`src/rtl/spi_mem_master.sv`:
```
// SPI mode-0 master for a byte-addressed serial memory: 16-bit frame of {address, rw}
// followed by a data byte, with fixed latency and a one-cycle done pulse.
module spi_mem_master #(
  parameter int unsigned addresswidth = 7,
  parameter int unsigned width        = 8,
  parameter int unsigned halfperiod   = 2
) (
  input  logic                    clk,
  input  logic                    reset_n,
  input  logic                    start,
  input  logic                    rw,
  input  logic [addresswidth-1:0] address,
  input  logic [width-1:0]        wdata,
  output logic [width-1:0]        rdata,
  output logic                    busy,
  output logic                    done,
  output logic                    sclk,
  output logic                    cs_n,
  output logic                    mosi,
  input  logic                    miso
);

  localparam int unsigned FrameW = addresswidth + 1 + width;
  localparam int unsigned HalfW  = $clog2(2 * FrameW);
  localparam int unsigned PhW    = (halfperiod > 1) ? $clog2(halfperiod) : 1;

  localparam logic [HalfW-1:0] LastHalf    = HalfW'(2 * FrameW - 1);
  // High half-periods of the data byte are the read sample points.
  localparam logic [HalfW-1:0] FirstRxHalf = HalfW'(2 * (addresswidth + 1));
  localparam logic [PhW-1:0]   LastPhase   = PhW'(halfperiod - 1);

  localparam logic [1:0] StIdle  = 2'd0;
  localparam logic [1:0] StShift = 2'd1;
  localparam logic [1:0] StHold  = 2'd2;
  localparam logic [1:0] StDone  = 2'd3;

  logic [1:0]        state_q, state_d;
  logic [PhW-1:0]    phase_q, phase_d;
  logic [HalfW-1:0]  half_q, half_d;
  logic              sclk_q, sclk_d;
  logic              cs_n_q, cs_n_d;
  logic              mosi_q, mosi_d;
  logic              rw_q, rw_d;
  logic [FrameW-1:0] tx_q, tx_d;
  logic [width-1:0]  rx_q, rx_d;
  logic [width-1:0]  rdata_q, rdata_d;
  logic              phase_end;

  assign phase_end = (phase_q == LastPhase);

  always_comb begin
    state_d = state_q;
    phase_d = phase_q;
    half_d  = half_q;
    sclk_d  = sclk_q;
    cs_n_d  = cs_n_q;
    mosi_d  = mosi_q;
    rw_d    = rw_q;
    tx_d    = tx_q;
    rx_d    = rx_q;
    rdata_d = rdata_q;
    unique case (state_q)
      StIdle: begin
        if (start) begin
          state_d = StShift;
          rw_d    = rw;
          tx_d    = {address, rw, wdata & {width{~rw}}};
          cs_n_d  = 1'b0;
          sclk_d  = 1'b0;
          mosi_d  = address[addresswidth-1];
          phase_d = '0;
          half_d  = '0;
        end
      end
      StShift: begin
        if (rw_q && half_q[0] && (half_q >= FirstRxHalf) && (phase_q == '0)) begin
          rx_d = {rx_q[width-2:0], miso};
        end
        if (phase_end) begin
          phase_d = '0;
          if (half_q == LastHalf) begin
            state_d = StHold;
            sclk_d  = 1'b0;
            mosi_d  = 1'b0;
          end else begin
            half_d = half_q + HalfW'(1);
            sclk_d = ~sclk_q;
            // Next bit goes out on the falling edge so it is stable across the high phase.
            if (sclk_q) begin
              tx_d   = {tx_q[FrameW-2:0], 1'b0};
              mosi_d = tx_q[FrameW-2];
            end
          end
        end else begin
          phase_d = phase_q + PhW'(1);
        end
      end
      StHold: begin
        if (phase_end) begin
          state_d = StDone;
          cs_n_d  = 1'b1;
          phase_d = '0;
          if (rw_q) begin
            rdata_d = rx_q;
          end
        end else begin
          phase_d = phase_q + PhW'(1);
        end
      end
      StDone: begin
        state_d = StIdle;
      end
      default: state_d = StIdle;
    endcase
  end

  always_ff @(posedge clk or negedge reset_n) begin
    if (!reset_n) begin
      state_q <= StIdle;
      phase_q <= '0;
      half_q  <= '0;
      sclk_q  <= 1'b0;
      cs_n_q  <= 1'b1;
      mosi_q  <= 1'b0;
      rw_q    <= 1'b0;
      tx_q    <= '0;
      rx_q    <= '0;
      rdata_q <= '0;
    end else begin
      state_q <= state_d;
      phase_q <= phase_d;
      half_q  <= half_d;
      sclk_q  <= sclk_d;
      cs_n_q  <= cs_n_d;
      mosi_q  <= mosi_d;
      rw_q    <= rw_d;
      tx_q    <= tx_d;
      rx_q    <= rx_d;
      rdata_q <= rdata_d;
    end
  end

  assign rdata = rdata_q;
  assign busy  = (state_q != StIdle);
  assign done  = (state_q == StDone);
  assign sclk  = sclk_q;
  assign cs_n  = cs_n_q;
  assign mosi  = mosi_q;

endmodule
```
`config.mk`:
```
export PLATFORM = sky130hd
export DESIGN_NAME = spi_mem_master
export DESIGN_NICKNAME = d
export VERILOG_FILES = /design/src/rtl/spi_mem_master.sv
export SDC_FILE = /design/constraint.sdc
export NUM_CORES = 1
export LEC_CHECK = 0
export BUFFER_PORTS_ARGS = -buffer_cell sky130_fd_sc_hd__buf_2
export CORE_UTILIZATION = 45
export DETAILED_ROUTE_END_ITERATION = 7
export GPL_ROUTABILITY_DRIVEN = 0
export PLACE_DENSITY = 0.78
export SETUP_SLACK_MARGIN = 0.05
export SLEW_MARGIN = 20
export SYNTH_ARGS = -nofsm -noshare
export SYNTH_HDL_FRONTEND = slang
export SYNTH_SLANG_ARGS = --single-unit
```
`constraint.sdc`:
```
create_clock -name clk -period 5.3 [get_ports clk]
set_input_delay 1.06 -clock clk [delete_from_list [all_inputs] [get_ports clk]]
set_output_delay 1.06 -clock clk [all_outputs]
set_load 0.005 [all_outputs]
```
; Yosys cells after proc, flatten, opt, wreduce, memory -nomap -nowiden
; Cells that the tools add are included.
[word_totals]
memories = 0
output_inout_bits = 13
latchBits = 0
elab_cells = 74
register_bits = 43
ram_bits = 0
romBits = 0
[classes]
reduce_logical = 19
bitwise_logic = 4
muxes = 27
n_mul = 0
n_lt_le_gt_ge = 1
shifts = 0
div = 0
n_addsub = 2
n_eq_ne = 11
[op_table]
columns = cell, n
row1 = 2-to-1 mux 15 bit, 4
row2 = case mux 15 bit (2 select lines), 1
row3 = 2-to-1 mux 5 bit, 3
row4 = inequality test 2 bit (second input constant), 6
row5 = AND reduction 4 bit, 3
row6 = case mux 5 bit (2 select lines), 1
row7 = 2-to-1 mux 1 bit, 9
row8 = AND reduction 3 bit, 3
row9 = bitwise AND 8 bit, 1
row10 = 2-to-1 mux 2 bit, 4
row11 = case mux 1 bit (2 select lines), 4
row12 = case mux 2 bit (4 select lines), 1
row13 = nonzero test 2 bit, 4
row14 = AND reduction 2 bit, 3
row15 = adder 5 x 1 -> 5 bit (second input constant), 1
row16 = equality test 5 bit (second input constant), 1
row17 = greater-or-equal comparator 5 bit (second input constant), 1
row18 = AND reduction 5 bit, 1
row19 = equality test 2 bit (second input constant), 2
row20 = logical AND 1 bit, 3
row21 = inequality test 3 bit (second input constant), 1
row22 = NOT 1 bit, 3
row23 = equality test 2 x 1 -> 1 bit (second input constant), 1
row24 = logical NOT 2 bit, 1
row25 = 2 further kinds, 2

; Logic depth before layout (Yosys ltp)
; Gate-level depths: netlist of the first run.
[logic_depth]
depth_word = 4
depth_mapped = 8

; Least setup slack after synthesis of the first run
; Ideal clock, no wire load.
[synth_timing]
path_type = input to register
start = input port start
end = register mosi_q, in the netlist mosi
setup_ns = 0.127
path_slack_ns = 3.274
t_required_ns = 5.173
cell_stages = 5
arrival_time_ns = 1.898
path_cell_list = mux2i_1 or2_1 buf_6 nor2_4 mux2_1
[synth_via]
elab_chain_cells = 2
[synth_lines]
columns = item, line_no
row1 = "start, declared", 10  ; input logic start,
row2 = inequality test 2 bit (no line), --
row3 = AND reduction 4 bit (no line), --
row4 = "end signal, assigned", 135  ; mosi_q <= mosi_d;
row5 = "end, declared", 42  ; logic mosi_q, mosi_d;
; Every way passes these cells.
; A chain may end at the register's enable or synchronous reset.

; Final worst setup path of the first run
[layout_timing]
start = register half_q[0]
end = register tx_q[14]
[layout_via]
elab_chain_cells = 3
[layout_lines]
columns = item, line_no
row1 = "start, declared", 39  ; logic [HalfW-1:0] half_q, half_d;
row2 = "start signal, assigned", 132  ; half_q <= half_d;
row3 = equality test 5 bit, 81  ; if (half_q == LastHalf) begin
row4 = inequality test 2 bit (no line), --
row5 = AND reduction 5 bit (no line), --
row6 = "end signal, assigned", 137  ; tx_q <= tx_d;
row7 = "end, declared", 44  ; logic [FrameW-1:0] tx_q, tx_d;
; Every way passes these cells.

==> key figures, run 1 <==
Clock tree
  • Clock sinks: 43
  • Clock tree from TritonCTS: done
  • Clock transition at the registers of the reported paths: 0.08 ns
  • Post-CTS Repair Setup Buffers: 0
  • Root buf cell: clkbuf_8
  • # resized after CTS: 0
  • CTS Hold Bufs: 0
  • Maximum clock path buffer count: 2
  • CTS Buf Count: 5
  • Clock Latency Late Sink: 0.30 ns
  • H-tree depth: 2

Global route
  • Gr ovfl total: 0
  • Initial antenna violation count: 0
  • Largest net degree at the start of global routing: 44
  • Vias in the first global route: 1445
  • Global-route wire length before repair: 6440 um
  • GRT Util Overall: 0.172

Critical path
  • Max stage delay cell, worst path: a21oi_4
  • Worst reg2reg setup slack: 2.93 ns
  • Worst Path Max Fanout: 30
  • WP data arrival: 2.59 ns
  • Setup Crit Path Kind: reg -> reg
  • Req. time, crit path: 5.51 ns
  • CP top delay family: compound AO/OA/AOI/OAI gates
  • CP Capture Type: register
  • WP buf/inv: 0
  • Crit path cell chain: ha_1, and3_1, ha_1, nand3b_1, a21oi_4, nor2_1, a21oi_1
  • Slowest cell delay on critical path: 0.58 ns
  • Startpoint types: register
  • Cell mode on critical path: ha_1

Synthesis
  • Syn_nets: 206
  • Register area share after synthesis: 0.529
  • Seq cells post-synth: 43
  • Mapped cell area: 0.00204 mm^2
  • Synth top area share: 0.516
  • Top post-synthesis cells by area: dfrtp_1, mux2_2, a21oi_1
  • Main synth FF type: dfrtp_1
  • Gate Count Post-Synth: 179
  • Synth unique cells: 32
  • Synthesized area per cell: 11.4 um^2
  • Most frequent cells after synthesis: dfrtp_1, a21oi_1, mux2_2, nor2_1, nand2_1
  • Synthesis Warnings: 0
  • Area leader, netlist: dfrtp_1
  • Post-synth EDFFs: 0
  • Ys async rst share: 1.00
  • Count leader, synth: dfrtp_1

Finish
  • # fillers: 364
  • Ant. Diodes: 0
  • Finished Cell Area: 0.00237 mm^2
  • Nets@finish: 238
  • Share of layout cells above drive strength 1: 0.311
  • Area Growth Syn to Fin: 16.3%

Die
  • DIE AREA: 0.00480 mm^2
  • Die Wd: 69.3 um
  • IO Pins: 33
  • Rows: 24
  • Core Region: 0.00435 mm^2
  • Starting Density: 0.468
  • Die Ht: 69.3 um

Timing
  • Max-slew headroom: 0.376
  • Final setup fails: 0
  • Final Hold Viols: 0
  • Max Fclk: 0.421 GHz
  • RSZ-0062 raised after global routing: no
  • Slew Viols, Final: 0
  • Slew @ Worst Pin: 0.937 ns
  • Final worst setup slack: 2.93 ns
  • Final min period: 2.37 ns
  • Clk_skew: 0.00498 ns
  • Final worst-path cycle share: 0.448
  • Fin Setup TNS: 0 ns
  • Worst hold slack: 0.499 ns

Drt
  • Avg WL per Cell: 14.0 um
  • Post-DR vias/cell: 5.34
  • First-pass detailed-route iteration total: 4
  • Residual DRC count: 0
  • Final wirelength: 3710 um
  • Initial DRC Count: 68
  • Routed Antenna Nets: 0
  • Via count: 1409

Power
  • Sw Share: 0.355
  • Clock Power Share: 0.234
  • Sequential share of power: 0.399
  • Net switching power: 452 uW
  • Leakage: 1.17 nW
  • Peak supply drop: 0.280 mV
  • Pwr dens: 538 mW/mm^2
  • Comb pwr share: 0.368
  • Power Total: 1.27 mW
  • Int Pwr: 822 uW

Worst hold path
  • Hold crit path type: reg -> reg

Place
  • Hpwl dp: 2500 um
  • Dpl ws: 2.68 ns
  • PortBufs: 32
  • Dpl cell area: 0.00223 mm^2

Run
  • Maxcap violations: 0

Run status
  • Status: completed
## flip-flops by register name, summed over array words and instances, names as in the netlist
register,cells
cs_n,1
half_q,5
mosi,1
phase_end,1
rdata,8
rw_q,1
rx_q,8
sclk,1
state_q,2
tx_q,15
## power by group through the flow
stage,combinational (mW),clock (mW),sequential (mW)
after floorplan,0.389,0,0.489
after global placement,0.445,0,0.507
after detailed placement,0.466,0,0.513
after CTS,0.470,0.305,0.508
after global routing,0.536,0.318,0.522
final,0.468,0.298,0.508
## layout make-up
cell class	instances	area (um^2)	share of cell area
Sequential cell	43	1080	0.455
Multi-Input combinational cell	122	903	0.381
Timing Repair Buffer	33	168	0.0708
Clock buffer	6	72.6	0.0306
Tap cell	52	65.1	0.0275
Clock inverter	2	60.1	0.0254
Inverter	6	22.5	0.00951
## per-stage QoR
| step | utilization | cells |
|---|---|---|
| after floorplan | - | 179 |
| after global placement | 0.512 | 256 |
| after detailed placement | 0.512 | 256 |
| after CTS | 0.542 | 264 |
| after global routing | 0.544 | 264 |
| final | 0.544 | 264 |
## worst paths after layout
kind                           start  endpoint  cells after the start
min in group asynchronous    reset_n  rdata[4]                      1
max reg2reg                half_q[0]  tx_q[14]                      7
min                             mosi      mosi                      1
min reg2reg                     mosi      mosi                      1
max                        half_q[0]  tx_q[14]                      7
max in group asynchronous    reset_n   tx_q[4]                      1
## per-layer routing
metal | global-route usage | share of wire
met5 | 0 | 0
met3 | 0.0349 | 0.033
met1 | 0.209 | 0.44
met4 | 0.0998 | 0.022
met2 | 0.283 | 0.51
## logic make-up (layout without fill, tap and decap cells)
group           Yosys count  count (layout)  synth area share
flops                    43              43             0.529
fa+ha+maj                 7               7            0.0430
compound gates           36              36             0.112
simple gates             49              49             0.121
mux                      30              30             0.162
buf+inv                  14              47            0.0332
## layout by cell type (no fill, tap or decap), types with 2 or more instances in the layout
cell type,count
a21oi_1,19
nor2b_1,2
nand3_1,5
mux2_2,18
ha_1,7
bufinv_16,2
a22oi_1,6
dfrtp_1,42
o311ai_2,2
nand2_1,11
nand2b_1,2
nor3b_1,2
nor2_1,18
inv_1,6
buf_2,32
and3_1,2
mux2i_1,10
o21ai_0,4
clkbuf_8,5
nand3b_1,2
Power figures use the tool's default switching activity.
==> run 2, diff against run 1 <==
Settings changed: PLACE_DENSITY 0.78 to 0.8.
Clock period 5.3 ns to 2.1 ns, I/O delays scaled along.
==> key figures, run 2 (synthesized netlist as in run 1, its figures left out) <==
Timing
  • Slew @ Worst Pin: 0.663 ns (-0.273 ns)
  • Final worst-path cycle share: 0.915 (+0.467)
  • Fin Setup TNS: 0 ns (unchanged)
  • Final setup fails: 0 (unchanged)
  • RSZ-0062 raised after global routing: yes
  • Max-slew headroom: 0.558 (+0.182)
  • Final Hold Viols: 0 (unchanged)
  • Final worst setup slack: 0.179 ns (-2.75 ns)
  • Slew Viols, Final: 0 (unchanged)
  • Max Fclk: 0.521 GHz (+24%)
  • Clk_skew: 0.00472 ns (-0.000259 ns)
  • Final min period: 1.92 ns (-0.452 ns)

Drt
  • Initial DRC Count: 68 (unchanged)
  • First-pass detailed-route iteration total: 4 (unchanged)
  • Final wirelength: 3440 um (-7.3%)
  • Via count: 1396 (-0.92%)
  • Post-DR vias/cell: 5.19 (-2.8%)
  • Routed Antenna Nets: 0 (unchanged)
  • Avg WL per Cell: 12.8 um (-9.0%)
  • Residual DRC count: 0 (unchanged)

Global route
  • Met3 GRT Util: 0.0480 (+0.0131)
  • GRT Util Overall: 0.159 (-0.0132)
  • Vias in the first global route: 1438 (-0.48%)
  • Met1 usage in global routing: 0.201 (-0.00848)
  • M2 GR Usage: 0.251 (-0.0313)
  • Initial antenna violation count: 0 (unchanged)
  • Largest net degree at the start of global routing: 32 (-27%)
  • Busiest layer in global routing: met2
  • Gr ovfl total: 0 (unchanged)
  • Global-route wire length before repair: 6110 um (-5.2%)

Clock tree
  • CTS Hold Bufs: 0 (unchanged)
  • Root buf cell: clkbuf_8
  • CTS Buf Count: 5 (unchanged)
  • Post-CTS Repair Setup Buffers: 0 (unchanged)
  • Clock tree from TritonCTS: done
  • Clock transition at the registers of the reported paths: 0.08 ns (about the same)
  • Clock Latency Late Sink: 0.29 ns (about the same)
  • Maximum clock path buffer count: 2 (unchanged)
  • Clock sinks: 43 (unchanged)
  • H-tree depth: 2 (unchanged)

Critical path
  • Startpoint types: register
  • CP Capture Type: register
  • WP data arrival: 2.10 ns (-0.49 ns)
  • Worst Path Max Fanout: 29 (-3.3%)
  • Req. time, crit path: 2.28 ns (-3.23 ns)
  • Setup Crit Path Kind: reg -> reg

Die
  • Core Region: 0.00435 mm^2 (unchanged)
  • IO Pins: 33 (unchanged)
  • Die Wd: 69.3 um (unchanged)
  • Starting Density: 0.468 (unchanged)
  • Rows: 24 (unchanged)
  • Die Ht: 69.3 um (unchanged)
  • DIE AREA: 0.00480 mm^2 (unchanged)

Finish
  • Area Growth Syn to Fin: 16.7%
  • Max reg flops: 15 (unchanged)
  • Nets@finish: 243 (+2.1%)
  • Biggest register: tx_q
  • Commonest cells after routing, fill and taps aside: dfrtp_1, buf_2, a21oi_1, mux2_2, nor2_1
  • Share of layout cells above drive strength 1: 0.341 (+0.0297)
  • Ant. Diodes: 0 (unchanged)
  • Most common cell after layout, fill and taps aside: dfrtp_1

Power
  • Leakage: 1.17 nW (about the same)
  • Pwr dens: 1270 mW/mm^2 (+140%)
  • Peak supply drop: 0.756 mV (+170%)

Run status
  • Status: completed

Place
  • Dpl ws: 0.0877 ns (-2.60 ns)
  • PortBufs: 32 (unchanged)
  • Hpwl dp: 2460 um (-1.8%)

Worst hold path
  • Hold crit path type: in -> async

Run
  • Maxcap violations: 0 (unchanged)
-- run 2: layer usage --
metal  routed length (um)  vias up
li1                     -      697
met1                 1610      668
met2                 1610       26
met3                  146        5
met4                   61        0
met5                    0        -
-- run 2: timing repair --
action / 4_1_cts / 5_1_grt
resized for setup: 0 / 4
endpoints found under the hold margin: 0 / 0
endpoints found under the setup margin: 0 / 13
-- run 2: per-stage QoR --
step           std cells  hold WS (ns)  instance area (um^2)   util  power [mW]
2_1_floorplan        179         0.124                  2040      -        2.22
3_3_place_gp         261         0.476                  2280  0.523        2.49
3_5_place_dp         261         0.488                  2280  0.523        2.55
4_1_cts              269         0.173                  2360  0.543        3.06
5_1_grt              269         0.207                  2380  0.546        3.29
6_report             269         0.153                  2380  0.546        3.03
-- run 2: worst paths after layout --
path	startpoint	to	slack, ns	depth (start not counted)
setup / recovery	state_q[1]	mosi	0.18	7
min in group clk	wdata[0]	tx_q[0]	0.35	3
max in group asynchronous	reset_n	tx_q[3]	1.35	2
hold / removal	reset_n	rx_q[3]	0.15	1
hold reg to reg	mosi	mosi	0.50	1
setup reg to reg	state_q[1]	mosi	0.18	7
-- run 2: critical path, cell delays in order (launching register included) --
cell and delay, ns:
dfrtp_1 0.43, inv_1 0.09, ha_1 0.22, buf_4 0.35
nand2b_1 0.20, nor2_4 0.15, nor2_4 0.04, mux2_1 0.32
-- run 2: final cells by class --
class | count | area [um^2]
flip-flops and latches | 43 | 1080
fillers | 360 | 1980
well taps | 52 | 65.1
multi-input cells | 122 | 910
inverters | 6 | 22.5
repair buffers | 38 | 218
clock buffers | 6 | 72.6
clock inverters | 2 | 12.5
-- run 2: report_power, final --
part	switching, mW	internal, mW	total, mW
clock	0.265	0.232	0.497
sequential	0.175	1.09	1.27
combinational	0.682	0.583	1.27
